$ cat src/rtl/mem_arbiter.sv
// Two-requester memory arbiter: fetch and data ports share one memory with a fixed read latency.
// Data wins by default; a saturating counter hands the slot to fetch after STARVE_MAX back-to-back data grants.
module mem_arbiter #(
    parameter int MEM_LAT    = 1,
    parameter int STARVE_MAX = 4
) (
    input  logic        CLK,
    input  logic        RST,
    input  logic        IReq,
    input  logic [31:0] IAddr,
    output logic        IGnt,
    output logic        IValid,
    output logic [31:0] IRData,
    input  logic        DReq,
    input  logic        DWe,
    input  logic [31:0] DAddr,
    input  logic [31:0] DWData,
    input  logic [1:0]  DSize,
    input  logic        DSign,
    output logic        DGnt,
    output logic        DValid,
    output logic [31:0] DRData,
    output logic [31:0] MemAddr,
    output logic [31:0] MemWData,
    output logic        MemRe,
    output logic        MemWe,
    output logic [1:0]  MemSize,
    output logic        MemSign,
    input  logic [31:0] MemRData,
    output logic        Busy
);

    localparam int SW = $clog2(STARVE_MAX + 1);
    localparam int LW = (MEM_LAT > 1) ? $clog2(MEM_LAT) : 1;
    localparam logic [SW-1:0] STARVE_TOP = SW'(STARVE_MAX);
    localparam logic [LW-1:0] LAT_LAST   = LW'(MEM_LAT - 1);

    typedef enum logic [1:0] {IDLE, WAIT, RESP} state_t;

    state_t        state;
    logic [LW-1:0] latCnt;
    logic [SW-1:0] starveCnt;
    logic          ownerD;
    logic          ownerStore;
    logic          canIssue;
    logic          grantI;
    logic          grantD;

    // Grants are gated by RST so they drop the instant reset asserts.
    assign canIssue = RST && (state != WAIT);
    assign grantI   = canIssue && IReq && (!DReq || (starveCnt == STARVE_TOP));
    assign grantD   = canIssue && DReq && !grantI;

    always_comb begin
        IGnt     = grantI;
        DGnt     = grantD;
        MemRe    = grantI || (grantD && !DWe);
        MemWe    = grantD && DWe;
        MemAddr  = 32'd0;
        MemWData = 32'd0;
        MemSize  = 2'd2;
        MemSign  = 1'b0;
        if (grantD) begin
            MemAddr = DAddr;
            MemSize = DSize;
            MemSign = DSign;
            if (DWe) begin
                MemWData = DWData;
            end
        end else if (grantI) begin
            MemAddr = IAddr;
        end
    end

    always_ff @(posedge CLK or negedge RST) begin
        if (!RST) begin
            state      <= IDLE;
            latCnt     <= '0;
            starveCnt  <= '0;
            ownerD     <= 1'b0;
            ownerStore <= 1'b0;
            IRData     <= 32'd0;
            DRData     <= 32'd0;
            IValid     <= 1'b0;
            DValid     <= 1'b0;
            Busy       <= 1'b0;
        end else begin
            IValid <= 1'b0;
            DValid <= 1'b0;
            case (state)
                WAIT: begin
                    if (latCnt == LAT_LAST) begin
                        state  <= RESP;
                        Busy   <= 1'b0;
                        latCnt <= '0;
                        IValid <= !ownerD;
                        DValid <= ownerD;
                        if (!ownerD) begin
                            IRData <= MemRData;
                        end else if (!ownerStore) begin
                            DRData <= MemRData;
                        end
                    end else begin
                        latCnt <= latCnt + 1'b1;
                    end
                end
                default: begin
                    // IDLE and RESP behave alike: both may accept a new issue.
                    if (grantI || grantD) begin
                        state      <= WAIT;
                        Busy       <= 1'b1;
                        latCnt     <= '0;
                        ownerD     <= grantD;
                        ownerStore <= grantD && DWe;
                    end else begin
                        state <= IDLE;
                    end
                end
            endcase

            if (grantI) begin
                starveCnt <= '0;
            end else if (grantD) begin
                if (!IReq) begin
                    starveCnt <= '0;
                end else if (starveCnt != STARVE_TOP) begin
                    starveCnt <= starveCnt + 1'b1;
                end
            end
        end
    end

endmodule

$ cat config.mk
export PLATFORM = sky130hd
export DESIGN_NAME = mem_arbiter
export DESIGN_NICKNAME = d
export VERILOG_FILES = /design/src/rtl/mem_arbiter.sv
export SDC_FILE = /design/constraint.sdc
export NUM_CORES = 1
export LEC_CHECK = 0
export CORE_MARGIN = 2
export CORE_UTILIZATION = 35
export CTS_CLUSTER_DIAMETER = 200
export DETAILED_ROUTE_END_ITERATION = 8
export PLACE_DENSITY = 0.82
export SLEW_MARGIN = 10
export SYNTH_ARGS = -nofsm -noshare
export SYNTH_HDL_FRONTEND = slang
export SYNTH_SLANG_ARGS = --single-unit
$ cat constraint.sdc
create_clock -name CLK -period 2.68 [get_ports CLK]
set_clock_uncertainty 0.05 [all_clocks]
set_input_delay 0.536 -clock CLK [delete_from_list [all_inputs] [get_ports CLK]]
set_output_delay 0.536 -clock CLK [all_outputs]
set_load 0.01 [all_outputs]
==> impl_table.tex, run 1 <==
\begin{tabular}{lr}
\hline
Metric & Value \\
\hline
\multicolumn{2}{l}{\textbf{Logic synthesis}} \\
Netlist Area Pre-Place & 0.00378 mm2 \\
Yosys warns & 0 \\
Area contributors post-synth & sky130\_fd\_sc\_hd\_\_dfrtp\_1, sky130\_fd\_sc\_hd\_\_mux2\_2, sky130\_fd\_sc\_hd\_\_and2\_1 \\
Cell type contributing the most total cell area after synthesis & sky130\_fd\_sc\_hd\_\_dfrtp\_1 \\
Number of unique standard cell types used by synthesis & 31 \\
Portion of the post-synthesis area used by sequential elements & 49.0\% \\
Portion of synthesized cell area occupied by the leading cell type & 49.0\% \\
Most used flip-flop cell after synthesis & sky130\_fd\_sc\_hd\_\_dfrtp\_1 \\
Number of synthesized register bits & 74 \\
Synthesized instance count & 293 \\
Nets in the synthesized netlist & 431 \\
Count of flip-flops with a built-in enable after synthesis & 0 \\
Async set-reset flop share out of synthesis & 100\% \\
Syn\_area\_per\_cell & 12.9 um2 \\
\multicolumn{2}{l}{\textbf{Placement}} \\
Post-Place Setup Slack & -0.409 ns \\
Routability congestion estimate from global placement & 0.939 \\
Instance area at placement & 0.00671 mm2 \\
Post-detail-place hpwl & 10,000 um \\
Number of buffers added on ports & 273 \\
\multicolumn{2}{l}{\textbf{Die}} \\
Initial core utilization & 36.3\% \\
Area of the die & 0.0116 mm2 \\
Placement row count & 37 \\
Die Height & 108 um \\
Die span in x & 108 um \\
I/O pin count & 274 \\
Core Footprint & 0.0104 mm2 \\
\multicolumn{2}{l}{\textbf{STA}} \\
Final count of pins violating max slew & 0 \\
Slew margin rel. & 44.3\% \\
Final count of hold timing violations & 0 \\
Number of failing setup endpoints in the final timing report & 0 \\
Maximum clock frequency & 0.383 GHz \\
Slew at the pin closest to its max-slew limit & 0.835 ns \\
Time the final worst path needs with I/O delays and setup & 2.61 ns \\
RSZ-0062 raised after global routing & yes \\
Post-route setup slack & 0.0691 ns \\
Fin crit share & 97.4\% \\
\multicolumn{2}{l}{\textbf{Global route}} \\
Largest net degree at the start of global routing & 68 \\
Combined global-route utilization of all metal layers & 23.2\% \\
Number of antenna violations at the first check in global routing & 0 \\
Aggregate global routing overflow & 0 \\
Via count of the first global-routing pass & 3,797 \\
Global-route wire length before repair & 20,400 um \\
\multicolumn{2}{l}{\textbf{Clock tree}} \\
Worst-case clock buffer depth & 2 \\
CTS Root Cell & sky130\_fd\_sc\_hd\_\_clkbuf\_8 \\
Clk\_lat worst skew & 0.33 ns \\
TritonCTS sink count & 74 \\
Number of buffers created by CTS & 9 \\
CTS tree & done \\
H-Tree Level Count & 3 \\
Clock-pin slew reported for the worst setup and hold paths after clock tree synthesis & 0.08 ns \\
\multicolumn{2}{l}{\textbf{Setup path}} \\
Bufs and invs on worst path & 4 \\
Largest driver fanout on the critical path & 32 \\
Worst Reg2Reg Path Length in Cells & 4 \\
Slack of the worst reg-to-reg path & 0.95 ns \\
Crit path largest cell delay & 0.30 ns \\
Slowest stage cell, crit path & sky130\_fd\_sc\_hd\_\_mux2\_1 \\
Worst reg2reg startpoint & state[1] \\
Critical path startpoint category & primary input \\
Critical path's top delay family & buffers and inverters \\
Crit path kind & primary input to output port \\
Arrival time reported for the critical path endpoint & 2.02 ns \\
Critical R2R Capture & IRData[10] \\
Nature of the critical path endpoint & output port \\
Critical path, cell by cell & dlygate4sd2\_1 > buf\_4 > and2\_1 > buf\_12 > and3\_1 > mux2\_1 > clkdlybuf4s15\_1 \\
Required time of the worst setup path & 2.09 ns \\
\multicolumn{2}{l}{\textbf{Layout}} \\
P\&R area growth vs syn & 87.3\% \\
Final-stage net count & 730 \\
Final standard cell area without fillers & 0.00707 mm2 \\
Number of inserted diodes & 0 \\
Util after Layout & 67.9\% \\
Fraction of layout instances using a drive strength above 1 & 39.4\% \\
\multicolumn{2}{l}{\textbf{Detailed routing}} \\
Avg WL per Cell & 18.7 um \\
First-pass detailed-route iteration total & 4 \\
Residual DRC & 0 \\
Drt first-iter violations & 129 \\
Total via count in the routed design & 3,485 \\
Count of antenna-violating nets left after detailed routing & 0 \\
Total wire length after detailed routing & 13,700 um \\
Vias per Instance & 4.75 \\
\multicolumn{2}{l}{\textbf{Status}} \\
Outcome & complete, no violations \\
\multicolumn{2}{l}{\textbf{Power and ir drop}} \\
Leak & 3.30 nW \\
Maximum vdd drop & 0.000363 V \\
Power density relative to cell area & 678 mW/mm2 \\
Final Power & 4.79 mW \\
\multicolumn{2}{l}{\textbf{Hold path}} \\
Class of the tightest hold or removal check & primary input to async pin \\
\multicolumn{2}{l}{\textbf{Flow run}} \\
Max-capacitance violation count & 0 \\
\hline
\end{tabular}
## repair_timing
| item | CTS | global route |
|---|---|---|
| pin swaps | 10 | 6 |
| gates cloned | 7 | 1 |
| setup endpoints to repair | 71 | 59 |
| setup buffers | 12 | 2 |
| resized for setup | 263 | 46 |
| hold buffers | 0 | 0 |
## how the worst max path moves through the flow
stage,start,end,cells after the start
final,DReq,MemAddr[9],7
after global routing,starveCnt[0],MemAddr[23],8
after CTS,starveCnt[0],MemWData[28],10
after detailed placement,DReq,MemAddr[28],6
after global placement,DReq,MemAddr[13],6
after floorplan,RST,MemWData[23],5
## cells in the mapped netlist (2+ instances only)
| cell | count |
|---|---|
| sky130_fd_sc_hd__mux2_2 | 91 |
| sky130_fd_sc_hd__dfrtp_1 | 74 |
| sky130_fd_sc_hd__and3_1 | 35 |
| sky130_fd_sc_hd__clkbuf_1 | 5 |
| sky130_fd_sc_hd__mux2_1 | 5 |
| sky130_fd_sc_hd__buf_2 | 5 |
| sky130_fd_sc_hd__a32o_1 | 3 |
| sky130_fd_sc_hd__o21ai_0 | 2 |
| sky130_fd_sc_hd__and2_1 | 35 |
| sky130_fd_sc_hd__buf_4 | 6 |
| sky130_fd_sc_hd__nand2_1 | 2 |
| sky130_fd_sc_hd__buf_6 | 4 |
| sky130_fd_sc_hd__inv_1 | 7 |
| sky130_fd_sc_hd__ha_1 | 2 |
## logic make-up after synthesis
logic type	synth area share (%)
mux	28.6
simple gates	14.6
flops	49.0
buf+inv	4.80
compound gates	2.25
fa+ha+maj	0.663
## layout by cell type (no fill, tap or decap), types with 9 or more instances in the layout
cell type,instances
sky130_fd_sc_hd__mux2_2,89
sky130_fd_sc_hd__and3_1,34
sky130_fd_sc_hd__dlygate4sd2_1,9
sky130_fd_sc_hd__clkbuf_2,16
sky130_fd_sc_hd__buf_4,24
sky130_fd_sc_hd__clkdlybuf4s50_1,199
sky130_fd_sc_hd__and2_4,20
sky130_fd_sc_hd__buf_6,24
sky130_fd_sc_hd__and2_1,15
sky130_fd_sc_hd__buf_2,22
sky130_fd_sc_hd__clkbuf_8,9
sky130_fd_sc_hd__dfrtp_1,74
## through the flow
step | std cells | hold WS (ns) | setup TNS (ns)
after floorplan | 293 | 0.190 | 0
after global placement | 699 | 0.423 | -19.73
after detailed placement | 699 | 0.444 | -22.49
after CTS | 734 | 0.0994 | -0.721
after global routing | 733 | 0.109 | -0.304
final | 733 | 0.114 | 0
## sequential cells by signal (all words and copies together), names as in the netlist
signal / cells
IRData: 32
starveCnt: 3
ownerStore: 1
DValid: 1
Busy: 1
ownerD: 1
IValid: 1
state: 2
DRData: 32
## cell type report
type / instances / area, um2
Clock buffer: 10 / 128
Clock inverter: 6 / 65.1
Fill cell: 792 / 3340
Inverter: 8 / 32.5
Multi-Input combinational cell: 190 / 1830
Sequential cell: 74 / 1850
Tap cell: 136 / 170
Timing Repair Buffer: 309 / 2990
## layer usage
metal | vias up | global-route usage [%] | part of all wire, %
met3 | 25 | 5.02 | 6.2
li1 | 1627 | - | -
met4 | 0 | 8.97 | 3.0
met5 | - | 0 | 0
met2 | 155 | 42.4 | 53
met1 | 1678 | 26.1 | 38
## power by group
group	leakage, nW	switching [mW]	internal, mW
combinational	2.31	0.762	1.38
sequential	0.886	0.225	1.55
clock	0.0971	0.435	0.434
(Power assumes the default switching activity.)
==> inputs of run 2 (changes only) <==
CELL_PAD_IN_SITES_DETAIL_PLACEMENT = 0   (was not set)
CELL_PAD_IN_SITES_GLOBAL_PLACEMENT = 1   (was not set)
CORE_UTILIZATION = 25   (was 35)
CTS_CLUSTER_DIAMETER = 150   (was 200)
HOLD_SLACK_MARGIN = 0.1   (was not set)
PLACE_DENSITY = not set   (was 0.82)
PLACE_DENSITY_LB_ADDON = 0.1   (was not set)
==> run 2 against run 1 <==
Setup slack worse by 0.010 ns. Global-route usage is 7.1 points lower. Hold slack better by 0.18 ns. Power up 6.0%. Critical endpoint is now MemAddr[17].
==> impl_table.tex, run 2 (synthesis results as in run 1) <==
\begin{tabular}{lr}
\hline
Metric & Value \\
\hline
\multicolumn{2}{l}{\textbf{Status}} \\
Outcome & complete, no violations \\
\multicolumn{2}{l}{\textbf{STA}} \\
Slew at the pin closest to its max-slew limit & 0.707 ns (-0.128 ns) \\
Time the final worst path needs with I/O delays and setup & 2.62 ns (+0.0104 ns) \\
Number of failing setup endpoints in the final timing report & 0 (unchanged) \\
Final count of hold timing violations & 0 (unchanged) \\
Slew margin rel. & 52.8\% (+8.5 points) \\
Final count of pins violating max slew & 0 (unchanged) \\
Tightest hold margin & 0.298 ns (+0.184 ns) \\
Maximum clock frequency & 0.381 GHz (-0.40\%) \\
RSZ-0062 raised after global routing & yes \\
Fin crit share & 97.8\% (+0.39 points) \\
\multicolumn{2}{l}{\textbf{Clock tree}} \\
TritonCTS sink count & 74 (unchanged) \\
Number of buffers created by CTS & 9 (unchanged) \\
Clk\_lat worst skew & 0.33 ns (about the same) \\
Clock-pin slew reported for the worst setup and hold paths after clock tree synthesis & 0.06 ns (-0.02 ns) \\
CTS Root Cell & sky130\_fd\_sc\_hd\_\_clkbuf\_16 \\
Worst-case clock buffer depth & 2 (unchanged) \\
CTS tree & done \\
H-Tree Level Count & 3 (unchanged) \\
\multicolumn{2}{l}{\textbf{Detailed routing}} \\
Residual DRC & 0 (unchanged) \\
Avg WL per Cell & 16.5 um (-12\%) \\
First-pass detailed-route iteration total & 4 (unchanged) \\
Count of antenna-violating nets left after detailed routing & 0 (unchanged) \\
Drt first-iter violations & 78 (-40\%) \\
Vias per Instance & 4.38 (-7.8\%) \\
Total wire length after detailed routing & 12,800 um (-6.0\%) \\
Total via count in the routed design & 3,419 (-1.9\%) \\
\multicolumn{2}{l}{\textbf{Setup path}} \\
Crit path kind & primary input to output port \\
Worst reg2reg startpoint & state[1] \\
Slack of the worst reg-to-reg path & 0.75 ns (-0.20 ns) \\
Nature of the critical path endpoint & output port \\
Crit path largest cell delay & 0.29 ns (about the same) \\
Critical R2R Capture & IRData[7] \\
Slowest stage cell, crit path & sky130\_fd\_sc\_hd\_\_dlygate4sd2\_1 \\
Critical path startpoint category & primary input \\
Critical path, cell by cell & dlygate4sd2\_1 > a21boi\_2 > nand4b\_4 > buf\_6 > buf\_12 > buf\_16 > mux2\_2 > buf\_2 \\
Worst Reg2Reg Path Length in Cells & 5 (+1) \\
Bufs and invs on worst path & 5 (+1) \\
Arrival time reported for the critical path endpoint & 2.04 ns (+0.02 ns) \\
Required time of the worst setup path & 2.09 ns (about the same) \\
Critical path's top delay family & buffers and inverters \\
Largest driver fanout on the critical path & 6 (-81\%) \\
\multicolumn{2}{l}{\textbf{Die}} \\
Area of the die & 0.0161 mm2 (+38\%) \\
I/O pin count & 274 (unchanged) \\
Die Height & 127 um (+18\%) \\
Core Footprint & 0.0146 mm2 (+41\%) \\
Placement row count & 44 (+19\%) \\
Initial core utilization & 25.8\% (-10 points) \\
Die span in x & 127 um (+18\%) \\
\multicolumn{2}{l}{\textbf{Power and ir drop}} \\
Final Power & 5.08 mW (+6.0\%) \\
Int Power & 3.67 mW (+8.9\%) \\
Power density relative to cell area & 722 mW/mm2 (+6.5\%) \\
Sw frac & 27.7\% (-1.9 points) \\
Clock group share of total power & 23.4\% (+5.3 points) \\
Leak & 3.25 nW (-1.4\%) \\
Share of total power in combinational logic & 41.5\% (-3.2 points) \\
Sequential share of power & 35.0\% (-2.1 points) \\
Psw & 1.41 mW (-0.91\%) \\
Maximum vdd drop & 0.000268 V (-26\%) \\
\multicolumn{2}{l}{\textbf{Hold path}} \\
Class of the tightest hold or removal check & primary input to async pin \\
\multicolumn{2}{l}{\textbf{Global route}} \\
Combined global-route utilization of all metal layers & 16.1\% (-7.1 points) \\
Via count of the first global-routing pass & 3,782 (-0.40\%) \\
Aggregate global routing overflow & 0 (unchanged) \\
Largest net degree at the start of global routing & 57 (-16\%) \\
Number of antenna violations at the first check in global routing & 2 (+2) \\
Global-route wire length before repair & 20,200 um (-1.1\%) \\
\multicolumn{2}{l}{\textbf{Layout}} \\
Fraction of layout instances using a drive strength above 1 & 35.2\% (-4.2 points) \\
Final-stage net count & 727 (-0.41\%) \\
P\&R area growth vs syn & 86.4\% \\
Leading cell types in the layout, fill and taps excluded & sky130\_fd\_sc\_hd\_\_clkdlybuf4s50\_1, sky130\_fd\_sc\_hd\_\_mux2\_2, sky130\_fd\_sc\_hd\_\_dfrtp\_1, sky130\_fd\_sc\_hd\_\_clkbuf\_2, sky130\_fd\_sc\_hd\_\_and2\_1 \\
Most common library cell in the layout ignoring fill and taps & sky130\_fd\_sc\_hd\_\_clkdlybuf4s50\_1 \\
Final standard cell area without fillers & 0.00704 mm2 (-0.50\%) \\
Registers with the highest flip-flop counts & DRData (32), IRData (32), starveCnt (3) \\
\multicolumn{2}{l}{\textbf{Placement}} \\
Instance area at placement & 0.00679 mm2 (+1.3\%) \\
Post-detail-place hpwl & 9920 um (-0.79\%) \\
Number of buffers added on ports & 273 (unchanged) \\
Routability congestion estimate from global placement & 0.779 (-17\%) \\
\multicolumn{2}{l}{\textbf{Flow run}} \\
Max-capacitance violation count & 0 (unchanged) \\
\hline
\end{tabular}
run 2: how the worst max path moves through the flow:
stage / startpoint / endpoint / slack [ns] / depth (start not counted)
floorplan: RST / MemWData[23] / 0.54 / 5
global placement: DReq / MemAddr[16] / -0.41 / 6
detailed placement: DReq / MemAddr[22] / -0.45 / 6
CTS: starveCnt[0] / MemAddr[8] / -0.04 / 8
global route: starveCnt[0] / MemAddr[17] / -0.04 / 9
finish: DReq / MemAddr[17] / 0.06 / 8
run 2: power groups by stage:
stage	combinational, mW	clock [mW]	sequential [mW]
4_1_cts	2.15	1.23	1.79
2_1_floorplan	0.579	0	1.99
3_5_place_dp	2.14	0	1.80
6_report	2.11	1.19	1.78
3_3_place_gp	2.12	0	1.78
5_1_grt	2.25	1.28	1.85
run 2: area by class of cell:
type	instances	area, um2
fillers	1390	7610
multi-input cells	190	1770
flip-flops and latches	74	1850
diodes	2	5.00
clock inverters	4	51.3
clock buffers	12	246
well taps	184	230
repair buffers	306	2850
inverters	8	32.5
run 2: layer usage:
metal / up-vias / share of wire, % / global-route usage [%]
met2: 173 / 53 / 29.7
li1: 1619 / - / -
met4: 0 / 1.5 / 4.98
met1: 1615 / 37 / 17.3
met3: 12 / 8.5 / 5.40
met5: - / 0 / 0
run 2: worst min-delay path: stages:
cell                    delay [ns]
sky130_fd_sc_hd__buf_4        0.12
sky130_fd_sc_hd__buf_4        0.14
sky130_fd_sc_hd__buf_4        0.25
run 2: repair_timing:
item,in CTS,in global routing
setup buffers,6,5
hold endpoints to repair,2,0
endpoints found under the setup margin,71,58
pin swaps,2,1
cloned,3,0
gates resized for setup,154,74
hold buffers,1,0
run 2: through the flow:
step	utilization [%]	setup TNS (ns)	std cells	setup slack [ns]
global route	48.1	-0.209	780	-0.0353
finish	48.1	0	780	0.0587
global placement	46.4	-23.62	747	-0.408
detailed placement	46.4	-26.72	747	-0.453
CTS	49.2	-0.161	773	-0.0435
floorplan	-	0	293	0.542
